===== config.mk =====
export PLATFORM = sky130hd
export DESIGN_NAME = wb_button_master
export DESIGN_NICKNAME = d
export VERILOG_FILES = /design/src/rtl/wb_button_master.sv
export SDC_FILE = /design/constraint.sdc
export NUM_CORES = 1
export LEC_CHECK = 0
export CAP_MARGIN = 15
export CORE_MARGIN = 2
export CORE_UTILIZATION = 45
export DETAILED_ROUTE_END_ITERATION = 6
export HOLD_SLACK_MARGIN = 0.1
export PLACE_DENSITY = 0.81
export SLEW_MARGIN = 15
export SYNTH_ARGS = -nofsm -noshare
export SYNTH_HDL_FRONTEND = slang
export SYNTH_SLANG_ARGS = --single-unit

===== constraint.sdc =====
create_clock -name i_clk -period 3.9 [get_ports i_clk]
set_input_delay 0.78 -clock i_clk [delete_from_list [all_inputs] [get_ports i_clk]]
set_output_delay 0.78 -clock i_clk [all_outputs]
set_load 0.01 [all_outputs]

===== src/rtl/wb_button_master.sv =====
// Wishbone pipelined master: two debounced buttons become single-beat
// writes (left -> addr 0, right -> addr 1) with stall, ack and timeout.
// Ports: i_clk, i_reset_n (async, active-low), i_btn_left/right (raw),
//   Wishbone master o_cyc/o_stb/o_we/o_addr/o_data, i_stall/i_ack/i_data,
//   status o_busy (= o_cyc) and o_err (sticky timeout flag).
module wb_button_master #(
    parameter int DEBOUNCE_CYCLES = 16,
    parameter int TIMEOUT         = 255
) (
    input  logic        i_clk,
    input  logic        i_reset_n,
    input  logic        i_btn_left,
    input  logic        i_btn_right,
    output logic        o_cyc,
    output logic        o_stb,
    output logic        o_we,
    output logic        o_addr,
    output logic [31:0] o_data,
    input  logic        i_stall,
    input  logic        i_ack,
    input  logic [31:0] i_data,
    output logic        o_busy,
    output logic        o_err
);

    localparam int DW = $clog2(DEBOUNCE_CYCLES + 1);
    localparam int TW = $clog2(TIMEOUT + 1);

    typedef enum logic [1:0] {IDLE, REQ, WAIT_ACK} state_t;

    // Index 0 is the left button, index 1 the right one.
    logic [1:0]          raw;
    logic [1:0]          s1_q, s2_q;
    logic [1:0]          lvl_q, lvl_d, lvl_dly_q;
    logic [1:0][DW-1:0]  dcnt_q, dcnt_d;
    logic [1:0]          pend_q, pend_d;
    logic [1:0]          rise, take;

    state_t              state_q, state_d;
    logic                cyc_q, cyc_d;
    logic                stb_q, stb_d;
    logic                addr_q, addr_d;
    logic                err_q, err_d;
    logic [7:0]          seq_q, seq_d;
    logic [TW-1:0]       tmo_q, tmo_d;

    logic                unused_data;

    assign raw         = {i_btn_right, i_btn_left};
    assign unused_data = ^i_data;

    // Counter only advances while the synchronised input disagrees with
    // the debounced level; DEBOUNCE_CYCLES such samples in a row flip it.
    always_comb begin
        lvl_d  = lvl_q;
        dcnt_d = '0;
        for (int i = 0; i < 2; i++) begin
            if (s2_q[i] != lvl_q[i]) begin
                if (dcnt_q[i] == DW'(DEBOUNCE_CYCLES - 1)) begin
                    lvl_d[i] = s2_q[i];
                end else begin
                    dcnt_d[i] = dcnt_q[i] + 1'b1;
                end
            end
        end
    end

    assign rise = lvl_q & ~lvl_dly_q;

    always_comb begin
        state_d = state_q;
        cyc_d   = cyc_q;
        stb_d   = stb_q;
        addr_d  = addr_q;
        err_d   = err_q;
        seq_d   = seq_q;
        tmo_d   = tmo_q;
        take    = '0;
        unique case (state_q)
            IDLE: begin
                tmo_d = '0;
                if (|pend_q) begin
                    // Left wins; right stays pending for the next slot.
                    take    = pend_q[0] ? 2'b01 : 2'b10;
                    addr_d  = ~pend_q[0];
                    state_d = REQ;
                    cyc_d   = 1'b1;
                    stb_d   = 1'b1;
                end
            end
            REQ: begin
                tmo_d = tmo_q + 1'b1;
                if (tmo_d == TW'(TIMEOUT)) begin
                    state_d = IDLE;
                    cyc_d   = 1'b0;
                    stb_d   = 1'b0;
                    err_d   = 1'b1;
                end else if (!i_stall) begin
                    state_d = WAIT_ACK;
                    stb_d   = 1'b0;
                end
            end
            WAIT_ACK: begin
                tmo_d = tmo_q + 1'b1;
                if (i_ack) begin
                    state_d = IDLE;
                    cyc_d   = 1'b0;
                    seq_d   = seq_q + 1'b1;
                end else if (tmo_d == TW'(TIMEOUT)) begin
                    state_d = IDLE;
                    cyc_d   = 1'b0;
                    err_d   = 1'b1;
                end
            end
            default: begin
                state_d = IDLE;
                cyc_d   = 1'b0;
                stb_d   = 1'b0;
            end
        endcase
        // A press arriving while the bit is still set is dropped.
        for (int i = 0; i < 2; i++) begin
            pend_d[i] = pend_q[i] ? ~take[i] : rise[i];
        end
    end

    always_ff @(posedge i_clk or negedge i_reset_n) begin
        if (!i_reset_n) begin
            s1_q      <= '0;
            s2_q      <= '0;
            lvl_q     <= '0;
            lvl_dly_q <= '0;
            dcnt_q    <= '0;
            pend_q    <= '0;
            state_q   <= IDLE;
            cyc_q     <= 1'b0;
            stb_q     <= 1'b0;
            addr_q    <= 1'b0;
            err_q     <= 1'b0;
            seq_q     <= '0;
            tmo_q     <= '0;
        end else begin
            s1_q      <= raw;
            s2_q      <= s1_q;
            lvl_q     <= lvl_d;
            lvl_dly_q <= lvl_q;
            dcnt_q    <= dcnt_d;
            pend_q    <= pend_d;
            state_q   <= state_d;
            cyc_q     <= cyc_d;
            stb_q     <= stb_d;
            addr_q    <= addr_d;
            err_q     <= err_d;
            seq_q     <= seq_d;
            tmo_q     <= tmo_d;
        end
    end

    assign o_cyc  = cyc_q;
    assign o_stb  = stb_q;
    assign o_we   = stb_q;
    assign o_addr = addr_q;
    assign o_data = {24'h0, seq_q};
    assign o_busy = cyc_q;
    assign o_err  = err_q;

endmodule


## Word level (Yosys, flattened, before mapping)

Index checks and enable logic that the tools add are counted.

| storage, ports and cells | value |
|---|---|
| register bits after elaboration | 42 |
| output and inout bits | 38 |

| cells by class | value |
|---|---|
| muxes and demuxes | 26 |
| eq/ne operators | 11 |
| bitwise operators | 6 |
| reduce and logical (&&, ||, !) cells | 12 |
| $add $sub $neg | 4 |

Operators by type and width:

| kind | count |
|---|---|
| 5-bit 2-to-1 mux | 4 |
| 8-bit by 1-bit adder with 8-bit output, second input constant | 2 |
| 2-bit 2-to-1 mux | 8 |
| 8-bit case mux with 2 select lines | 1 |
| 5-bit by 1-bit adder with 5-bit output, second input constant | 2 |
| 5-bit by 4-bit equality test with 1-bit output, second input constant | 2 |
| 2-bit AND reduction | 5 |
| 1-bit 2-to-1 mux | 9 |
| 8-bit equality test, second input constant | 1 |
| 3-bit != test, second input constant | 2 |
| 1-bit case mux with 3 select lines | 2 |
| 2-bit case mux with 3 select lines | 1 |
| 3-bit AND reduction | 2 |
| 2-bit != test, second input constant | 2 |
| 1-bit inverter | 4 |
| 2-bit nonzero test | 2 |
| 2-bit OR reduction | 2 |
| 2-bit AND | 1 |
| 2-bit by 1-bit equality test with 1-bit output, second input constant | 1 |
| 2-bit equality test, second input constant | 1 |
| 2-bit logical NOT | 1 |
| 1-bit != test | 2 |
| 2-bit inverter | 1 |
| 1-bit case mux with 2 select lines | 1 |

## Logic depth before layout (Yosys ltp)

Gate-level depths: netlist of the first run.

| depth | value |
|---|---|
| word-level depth | 5 |
| gate-level depth with buffers | 7 |

## Least setup slack after synthesis of the first run

OpenSTA, ideal clock, no wires.

| timing path | value |
|---|---|
| path kind | reg2reg |
| start point | reg tmo_q[0] |
| end point | reg stb_q (netlist: o_stb) |
| path slack | 2.032 ns |
| path buffers | 0 |
| clock period less this slack | 1.868 ns |
| stages on the path, launching flop included | 7 |
| data arrival time | 1.742 ns |
| cell sequence | dfrtp_1 > ha_1 > xnor2_1 > a2111oi_4 > o211ai_4 > nor2b_1 > o32a_1 |

| on the way | value |
|---|---|
| cells in the longest elaborated chain, start to end | 4 |

RTL lines:

| what | RTL line | RTL |
|---|---|---|
| start, declared | 45 | `logic [TW-1:0] tmo_q, tmo_d;` |
| start signal, assigned | 155 | `tmo_q <= tmo_d;` |
| 8-bit by 1-bit adder with 8-bit output * | 92 | `tmo_d = tmo_q + 1'b1;` |
| 8-bit equality test * | 93 | `if (tmo_d == TW'(TIMEOUT)) begin` |
| 3-bit != test (no line) or 1-bit 2-to-1 mux (tied branches) | -- |  |
| 3-bit AND reduction (no line) or 1-bit case mux with 3 select lines (tied branches) | -- |  |
| end signal, assigned | 151 | `stb_q <= stb_d;` |
| end, declared | 41 | `logic stb_q, stb_d;` |

Every way passes the cells marked *; elsewhere a longest branch is shown, timed or not.
A chain may end at the register's enable or synchronous reset.

## Worst setup path in the final report of the first run

| timing path | value |
|---|---|
| start point | reg seq_q[0] |
| end point | out o_data[0] |

RTL lines:

| what | RTL line | RTL |
|---|---|---|
| start, declared | 44 | `logic [7:0] seq_q, seq_d;` |
| start signal, assigned | 154 | `seq_q <= seq_d;` |
| end, declared | 18 | `output logic [31:0] o_data,` |

No word-level cell between the ends.

==> impl_results.md, run 1 <==
* Max stage delay on crit path at slightly below 600 ps
* DRT Wirelength at approximately 3400 um
* Max Slew Vio Count at 0
* EDFF count, synth at 0
* Ports at 76
* Synthesized instance count at a little under 200
* Primary FF master, synth: dfrtp_1
* Vias per cell at about 5
* Largest net degree at the start of global routing at 43
* Dominant cells by area after synthesis: dfrtp_1 50%, buf_4 9.2%, ha_1 5.3%
* GPL Wtd Cong at a little under 0.8
* Layout area overhead at 10.5%
* Final Util at 52.7%
* Antenna-violating nets left at 0
* Max-slew headroom at 39.0%
* CTS clock-pin slew for the worst setup and hold paths at roughly 80 ps
* Multi-input gate area at around 920 um^2
* Maximum fanout along the worst path at 6
* Fraction of layout cells with a size suffix above 1 at under 10%
* Core Rows at 24
* Async SR Flop Fraction at between 90% and 100%
* Post-DP HPWL at roughly 2400 um
* Crit Path Class: reg2out
* Hold crit path type: reg2reg
* Die height at 72.6 um
* CP Launch Type: flip-flop
* # DRC at 0
* Least-Margin Pin Slew at 915 ps
* Yosys warns at 0
* Post-CTS Setup Bufs at 0
* Global-route wire length before repair at a little under 6000 um
* Cts bufs inserted at 5
* Minimum clock period at approximately 2100 ps
* Dpl ws at approximately 1800 ps
* Die area at approximately 0.0053 mm^2
* CP cell instances: clkdlybuf4s50_1
* Run status: complete, no violations
* CTS Buffer Depth at 2
* Unrepaired setup endpoints after global routing: no
* Critical path endpoint category: output port
* Vias in the first global route at between 1k and 1.5k
* Worst Hold Margin at ~350 ps
* Top delay family on crit path: buffers and inverters
* Root buffer cell: clkbuf_8
* Num Clock Sinks at 42
* CP required at around 3100 ps
* Buffers on Ports at 19
* Synth Cell Area at approximately 0.0021 mm^2
* Final nets at approximately 270
* Pwr/cell area at 466 mW/mm^2
* Final setup vio count at 0
* Starting density of the core at 47.7%
* VDD IR max at about 0.19 mV
* Yosys top cell area share at 49.6%
* Yosys reg bits at 42
* Worst R2R Setup Slack at ~1900 ps
* Slowest CP cell: clkdlybuf4s50_1
* Number of buffer and inverter stages on the critical path at 1
* Post-CTS resize count at 0
* Final hold viol count at 0
* Worst-skew pair later-pin latency at 290 ps
* Max_cap viols at 0
* # fillers at 402
* WP data arrival at about 1300 ps
* Initial antenna violation count at 0
* CTS tree: done
* CTS H-tree lvls at 2
* Gr usage total at between 10 and 15%
* Avg Inst Size Synth at 10.7 um^2
* Final Cycle Share at between 50% and 60%
* TritonRoute pass-1 iters at 4
* Fin cells at roughly 270
* Cells after DPL at 263
* Post-synth top area cell: dfrtp_1
* Hold_buf cts at 0
* Total grt overflow at 0
* LEAKAGE at 0.00111 uW
* Fmax achieved at 476 MHz
* Iter 0 DRT Violations at between 90 and 100
* Core box area at approximately 0.0044 mm^2
* Post-synthesis sequential area ratio at between 40% and 50%
* Drt wl/cell at between 10 and 15 um
* ANT cells at 0
* Netlist cell types at 37
* Setup TNS at 0 ps
* Register Area at approximately 0.0011 mm^2
* Worst Skew at 5.77 ps
* Final WS setup at around 1800 ps
* Vias at 1358
* Die width at ~73 um
final timing paths:
| path | from | end | cells after the start |
|---|---|---|---|
| max | seq_q[0] | o_data[0] | 1 |
| min | s1_q[0] | s2_q[0] | 0 |
| max reg2reg | tmo_q[0] | o_stb | 6 |
| min reg2reg | s1_q[0] | s2_q[0] | 0 |
| max in group asynchronous | i_reset_n | tmo_q[2] | 1 |
| min in group asynchronous | i_reset_n | dcnt_q[8] | 1 |
power breakdown:
part / leakage (uW) / total [uW] / internal (uW) / switching [uW]
clock network: 0.0000408 / 283 / 128 / 155
registers: 0.000566 / 535 / 481 / 54.1
logic: 0.000501 / 273 / 133 / 140
total: 0.00111 / 1090 / 742 / 349
metal layers:
| layer | track usage [%] | routed length [um] | vias up |
|---|---|---|---|
| li1 | - | - | 668 |
| met1 | 17.2 | 1490 | 653 |
| met2 | 24.6 | 1760 | 35 |
| met3 | 4.56 | 156 | 2 |
| met4 | 5.56 | 24 | 0 |
| met5 | 0 | 0 | - |
synth_stat cells (3+ instances only):
cell	count
xnor2_1	8
a21oi_1	5
nand3_1	12
a21o_1	4
inv_1	7
nor2_1	9
and2_1	4
buf_4	26
o21ai_0	8
nand2_1	16
nor2b_1	3
and3_1	4
nand2b_1	4
mux2_2	3
o31ai_1	3
dfrtp_1	42
xor2_1	6
ha_1	9
clkbuf_1	3
cells by family after synthesis:
kind of cell / count (synthesis) / share of synthesized area (%)
other cells: 1 / 0.177
flops: 42 / 49.6
xor+xnor: 14 / 5.79
compound gates: 35 / 12.9
simple gates: 58 / 13.7
fa+ha+maj: 9 / 5.31
mux: 3 / 1.59
buf+inv: 36 / 11.0
per-stage QoR:
stage          power (uW)  instance area [um^2]
2_1_floorplan         718                  2210
3_3_place_gp          803                  2250
3_5_place_dp          818                  2250
4_1_cts              1100                  2340
5_1_grt              1160                  2340
6_report             1090                  2340
area by class of cell:
cell class	count	area share (%)
tap	52	2.78
sequential	42	44.9
multi-input combinational	143	39.4
clock inverter	3	1.01
clock buffer	5	2.94
inverter	7	1.12
timing repair buffer	19	7.91
cell usage in the layout, fill, tap and decap left out, types with 3 or more instances in the layout:
cell type        count
mux2_2               3
and2_1               4
nand3_1             12
clkdlybuf4s50_1     18
conb_1              24
xnor2_1              8
and3_1               4
o21ai_0              8
ha_1                 9
inv_1                7
nor2b_1              3
nand2_1             16
dfrtp_1             42
o31ai_1              3
xor2_1               6
nor2_1               9
nand2b_1             4
clkbuf_8             5
a21o_1               4
a21oi_1              5
sequential cells by signal, summed over array words and instances, names as in the netlist:
signal	cells
o_stb	1
s1_q	2
s2_q	2
tmo_q	8
o_err	1
pend_q	2
o_busy	1
state_q	2
lvl_q	2
seq_q	8
lvl_dly_q	2
dcnt_q	10
o_addr	1
Note: power is estimated with default switching activity, not from simulation.
==> run 2, diff against run 1 <==
clock period = 2.2 ns   (was 3.9 ns; I/O delays follow)
==> impl_results.md, run 2 (synthesis gave the netlist of run 1 again) <==
* Root buffer cell: clkbuf_8
* Post-CTS resize count at 0 (unchanged)
* ANT cells at 0 (unchanged)
* Initial antenna violation count at 0 (unchanged)
* VDD IR max at 0.331 mV (+71%)
* Max_cap viols at 0 (unchanged)
* CP required at 2390 ps (-730 ps)
* WL met3 at 173 um (+11%)
* Largest net degree at the start of global routing at 43 (unchanged)
* Drt wl/cell at 12.4 um (-2.3%)
* Cts bufs inserted at 5 (unchanged)
* # fillers at 401 (-0.25%)
* Final nets at 266 (+0.38%)
* Worst-skew pair later-pin latency at 300 ps (about the same)
* Metal-1 WL at 1520 um (+1.9%)
* Buffers on Ports at 19 (unchanged)
* Unrepaired setup endpoints after global routing: no
* Iter 0 DRT Violations at 73 (-21%)
* Die height at 72.6 um (unchanged)
* LEAKAGE at 0.00111 uW (+0.43%)
* Setup TNS at 0 ps (unchanged)
* Highest metal layer with signal wires: met4
* WP data arrival at 2210 ps (+890 ps)
* Fraction of layout cells with a size suffix above 1 at 7.27% (+0.42 points)
* Critical path endpoint category: flip-flop
* Num Clock Sinks at 42 (unchanged)
* CTS H-tree lvls at 2 (unchanged)
* GPL Wtd Cong at 0.781 (-0.20%)
* Post-DP HPWL at 2410 um (-0.92%)
* Worst Skew at 6.36 ps (+0.590 ps)
* Final Cycle Share at between 90 and 100%
* CTS Buffer Depth at 2 (unchanged)
* Regs by FF count: dcnt_q (10), seq_q (8), tmo_q (8)
* DRT Wirelength at 3360 um (-1.9%)
* Vias at 1387 (+2.1%)
* Final setup vio count at 0 (unchanged)
* Die width at 72.6 um (unchanged)
* Reg with most FFs: dcnt_q
* Met2 wire length at 1610 um (-8.1%)
* Total grt overflow at 0 (unchanged)
* Hold_buf cts at 0 (unchanged)
* Max Slew Vio Count at 0 (unchanged)
* Vias per cell at 5.10 (+1.8%)
* Antenna-violating nets left at 0 (unchanged)
* Run status: complete, no violations
* Maximum fanout along the worst path at 7 (+1)
* CP Launch Type: flip-flop
* Gr usage total at 14.1% (-0.40 points)
* TritonRoute pass-1 iters at 4 (unchanged)
* # DRC at 0 (unchanged)
* Minimum clock period at slightly above 2000 ps
* Die area at 0.00528 mm^2 (unchanged)
* Global-route wire length before repair at 5750 um (-3.2%)
* Ports at 76 (unchanged)
* CTS clock-pin slew for the worst setup and hold paths at 90 ps (about the same)
* Total Power at 1940 uW (+78%)
* Fmax achieved at between 400 and 500 MHz
* CTS tree: done
* Core box area at 0.00444 mm^2 (unchanged)
* Dpl ws at 186 ps (-1590 ps)
* Hold crit path type: in2async
* Final WS setup at 184 ps (-1610 ps)
* Max-slew headroom at 65.1% (+26 points)
* Final hold viol count at 0 (unchanged)
* Least-Margin Pin Slew at 523 ps (-392 ps)
* Starting density of the core at 47.7% (unchanged)
* Core Rows at 24 (unchanged)
* Most frequent cells in the layout: 42 x dfrtp_1, 24 x conb_1, 18 x clkdlybuf4s50_1
* Reg2reg path depth at 6 (unchanged)
* Commonest non-fill, non-tap cell in the layout: dfrtp_1
* Pwr/cell area at 827 mW/mm^2 (+78%)
* Post-CTS Setup Bufs at 0 (unchanged)
* Crit Path Class: reg2reg
* Layout area overhead at 10.9%
* Max reg flops at 10 (unchanged)
* Vias in the first global route at 1318 (-1.7%)
==> run 2: through the flow <==
step           hold slack (ps)  instance area, um^2  std cells  util [%]
6_report                   179                 2350        272      52.9
5_1_grt                    233                 2350        272      52.9
4_1_cts                    207                 2350        272      52.9
3_5_place_dp               340                 2260        264      50.8
3_3_place_gp               334                 2260        264      50.8
2_1_floorplan              144                 2210        221         -
==> run 2: per-layer routing <==
layer	up-vias	track usage, %
li1	668	-
met1	677	16.6
met2	36	23.8
met3	6	4.70
met4	0	5.56
met5	-	0
==> run 2: cell type report <==
class	instances	area (um^2)	share of cell area (%)
timing repair buffer	20	193	8.20
tap	52	65.1	2.77
inverter	7	26.3	1.12
clock inverter	3	23.8	1.01
multi-input combinational	143	922	39.2
sequential	42	1050	44.7
clock buffer	5	68.8	2.93
==> run 2: worst paths after layout <==
kind / startpoint / end / slack [ps]
min in group i_clk: s1_q[1] / s2_q[1] / 350
max reg2reg: tmo_q[0] / o_stb / 180
min reg2reg: s1_q[1] / s2_q[1] / 350
min: i_reset_n / dcnt_q[5] / 180
max in group asynchronous: i_reset_n / dcnt_q[3] / 1640
max: tmo_q[0] / o_stb / 180
==> run 2: report_power, final <==
part / total, uW / switching (uW) / internal [uW] / leakage, uW
sequential: 946 / 93.7 / 853 / 0.000566
combinational: 487 / 250 / 237 / 0.000506
clock: 510 / 283 / 227 / 0.0000408
total: 1940 / 627 / 1320 / 0.00111
==> run 2: critical path, stage by stage (launching register included) <==
cell       delay (ps)
dfrtp_1           440
ha_1              270
xnor2_1           170
a2111oi_4         400
o211ai_4          180
nor2b_1           170
o32a_1            280
==> RTL edit: new RTL, flow settings as in run 2 <==
The 3 states of `state_t` get a one-hot encoding in 3 bits.
--- a/src/rtl/wb_button_master.sv
+++ b/src/rtl/wb_button_master.sv
@@ -26,7 +26,7 @@
     localparam int DW = $clog2(DEBOUNCE_CYCLES + 1);
     localparam int TW = $clog2(TIMEOUT + 1);
 
-    typedef enum logic [1:0] {IDLE, REQ, WAIT_ACK} state_t;
+    typedef enum logic [2:0] {IDLE = 3'b001, REQ = 3'b010, WAIT_ACK = 3'b100} state_t;
 
     // Index 0 is the left button, index 1 the right one.
     logic [1:0]          raw;
Formal check against the unedited RTL: no difference found for any inputs over 10 cycles, from zero or initial values and one cycle with i_reset_n low; not proved beyond that.
==> RTL edit against run 2 <==
- routed wire length is 2.0% lower
- setup slack better by 0.20 ns
- cell area up 0.96%
- area after synthesis is 0.59% higher
- sequential cell count is 1 higher
- die area grew 0.55%
- non-clock buffer count grew 2
- synthesized cell count rose by 1.0%
- highest routed layer unchanged
Power is not compared: it rests on default switching activity, and its combinational part moved more than twofold at a synthesized area within 25%.
==> RTL edit: results (changes against run 2) <==
Outcome: finished clean (unchanged)
Proportion of register bits with asynchronous set or reset after synthesis: 100% (unchanged)
Antenna-violating nets left: 0 (unchanged)
Post-synthesis sequential area ratio: 50.5% (was 49.6%)
DR top layer: met4 (unchanged)
R2R setup slack: 0.39 ns (was 0.18 ns)
Number of cells traversed by the worst register-to-register path: 5 (was 6)
Via count of the first global-routing pass: 1245 (was 1318)
Hold buffer count at CTS: 1 (was 0)
Total routing resource utilization after global routing: 14.0% (was 14.1%)
Peak per-stage delay on the critical path: 0.41 ns (was 0.44 ns)
Half-perimeter wire length after detailed placement: 2390 um (was 2410 um)
Sum of met2 wire segment lengths after detailed routing: 1580 um (was 1610 um)
Worst setup slack after placement: 0.335 ns (was 0.186 ns)
Via density: 4.91 (was 5.10)
Final-layout fill cell count: 414 (was 401)
DRT Wirelength: 3300 um (was 3360 um)
RR Endpoint: o_busy (was o_stb)
Fin Clk Skew: 0.0106 ns (was 0.00636 ns)
Ranking of synthesized cells by instance count: sky130_fd_sc_hd__dfrtp_1 (42), sky130_fd_sc_hd__buf_4 (28), sky130_fd_sc_hd__a21oi_1 (13) (was sky130_fd_sc_hd__dfrtp_1 (42), sky130_fd_sc_hd__buf_4 (26), sky130_fd_sc_hd__nand2_1 (16))
GR Util met2: 21.1% (was 23.8%)
Global placer's final weighted congestion: 0.771 (was 0.781)
Met3 Usage GRT: 3.73% (was 4.70%)
Fraction of final layout cells sized beyond drive strength 1: 9.95% (was 7.27%)
Critical Path Fanout Max: 5 (was 7)
Met3 wire len: 144 um (was 173 um)
Detailed Route Iter0 Violations: 109 (was 73)
Largest cells by area after synthesis: sky130_fd_sc_hd__dfrtp_1 (49%), sky130_fd_sc_hd__buf_4 (9.9%), sky130_fd_sc_hd__xnor2_1 (3.7%), sky130_fd_sc_hd__xor2_1 (3.3%), sky130_fd_sc_hd__a21oi_1 (3.1%) (was sky130_fd_sc_hd__dfrtp_1 (50%), sky130_fd_sc_hd__buf_4 (9.2%), sky130_fd_sc_hd__ha_1 (5.3%), sky130_fd_sc_hd__xnor2_1 (3.3%), sky130_fd_sc_hd__nand3_1 (2.8%))
Met1 Use GR: 18.1% (was 16.6%)
Wire length on met1: 1490 um (was 1520 um)
Crit-path leading delay family: simple AND/OR/NAND/NOR gates (was compound AO/OA/AOI/OAI gates)
Count of nets after finishing: 263 (was 266)
Data arrival time of the worst path: 2.00 ns (was 2.21 ns)
Registers with the most flip-flops: dcnt_q (10), seq_q (8), tmo_q (8) (unchanged)
Hold WC Path Type: reg -> reg (was in -> async)
RTL edit: cell count changes after synthesis, moves of 3 or more:
cell / delta
sky130_fd_sc_hd__mux2i_1: +6
sky130_fd_sc_hd__a21oi_1: +8
sky130_fd_sc_hd__nand3_1: -4
sky130_fd_sc_hd__a21o_1: -3
sky130_fd_sc_hd__ha_1: -4
sky130_fd_sc_hd__o31ai_1: -3
sky130_fd_sc_hd__and3_1: +4
sky130_fd_sc_hd__nand2_1: -5
sky130_fd_sc_hd__nor2b_1: -3
RTL edit: worst max path at each step:
stage	to	slack, ns	cells past startpoint
after floorplan	state_q[2]	0.55	5
after global placement	o_busy	0.37	5
after detailed placement	seq_q[6]	0.34	5
after CTS	o_busy	0.37	5
after global routing	o_busy	0.26	5
final	o_busy	0.39	5
RTL edit: final cells by class:
cell class                 instances  area share, %
clock buffer                       5           2.90
clock inverter                     3           1.00
inverter                           5          0.791
multi-input combinational        143           37.7
sequential                        43           45.4
tap                               54           2.85
timing repair buffer              22           9.39
RTL edit: report_power, final:
group / switching, mW / internal, mW
Sequential: 0.0101 / 0.805
Clock: 0.289 / 0.227
Combinational: 0.0495 / 0.0291
RTL edit: logic make-up after synthesis:
family	after synthesis	synth area share, %
buffers and inverters	37	11.6
AND/OR/NAND/NOR	57	14.5
XOR/XNOR	17	6.98
adder cells (fa/ha/maj)	5	2.93
AO/OA/AOI/OAI	30	8.33
other	1	0.176
multiplexers	10	4.93
flip-flops	43	50.5
RTL edit: metrics by stage:
step	hold WS [ns]	instances	total power, mW	cell area [um2]
CTS	0.353	275	1.43	2370
global route	0.363	275	1.48	2370
detailed placement	0.335	266	0.909	2270
finish	0.352	275	1.41	2370
floorplan	0.144	223	0.902	2220
global placement	0.333	266	0.907	2270
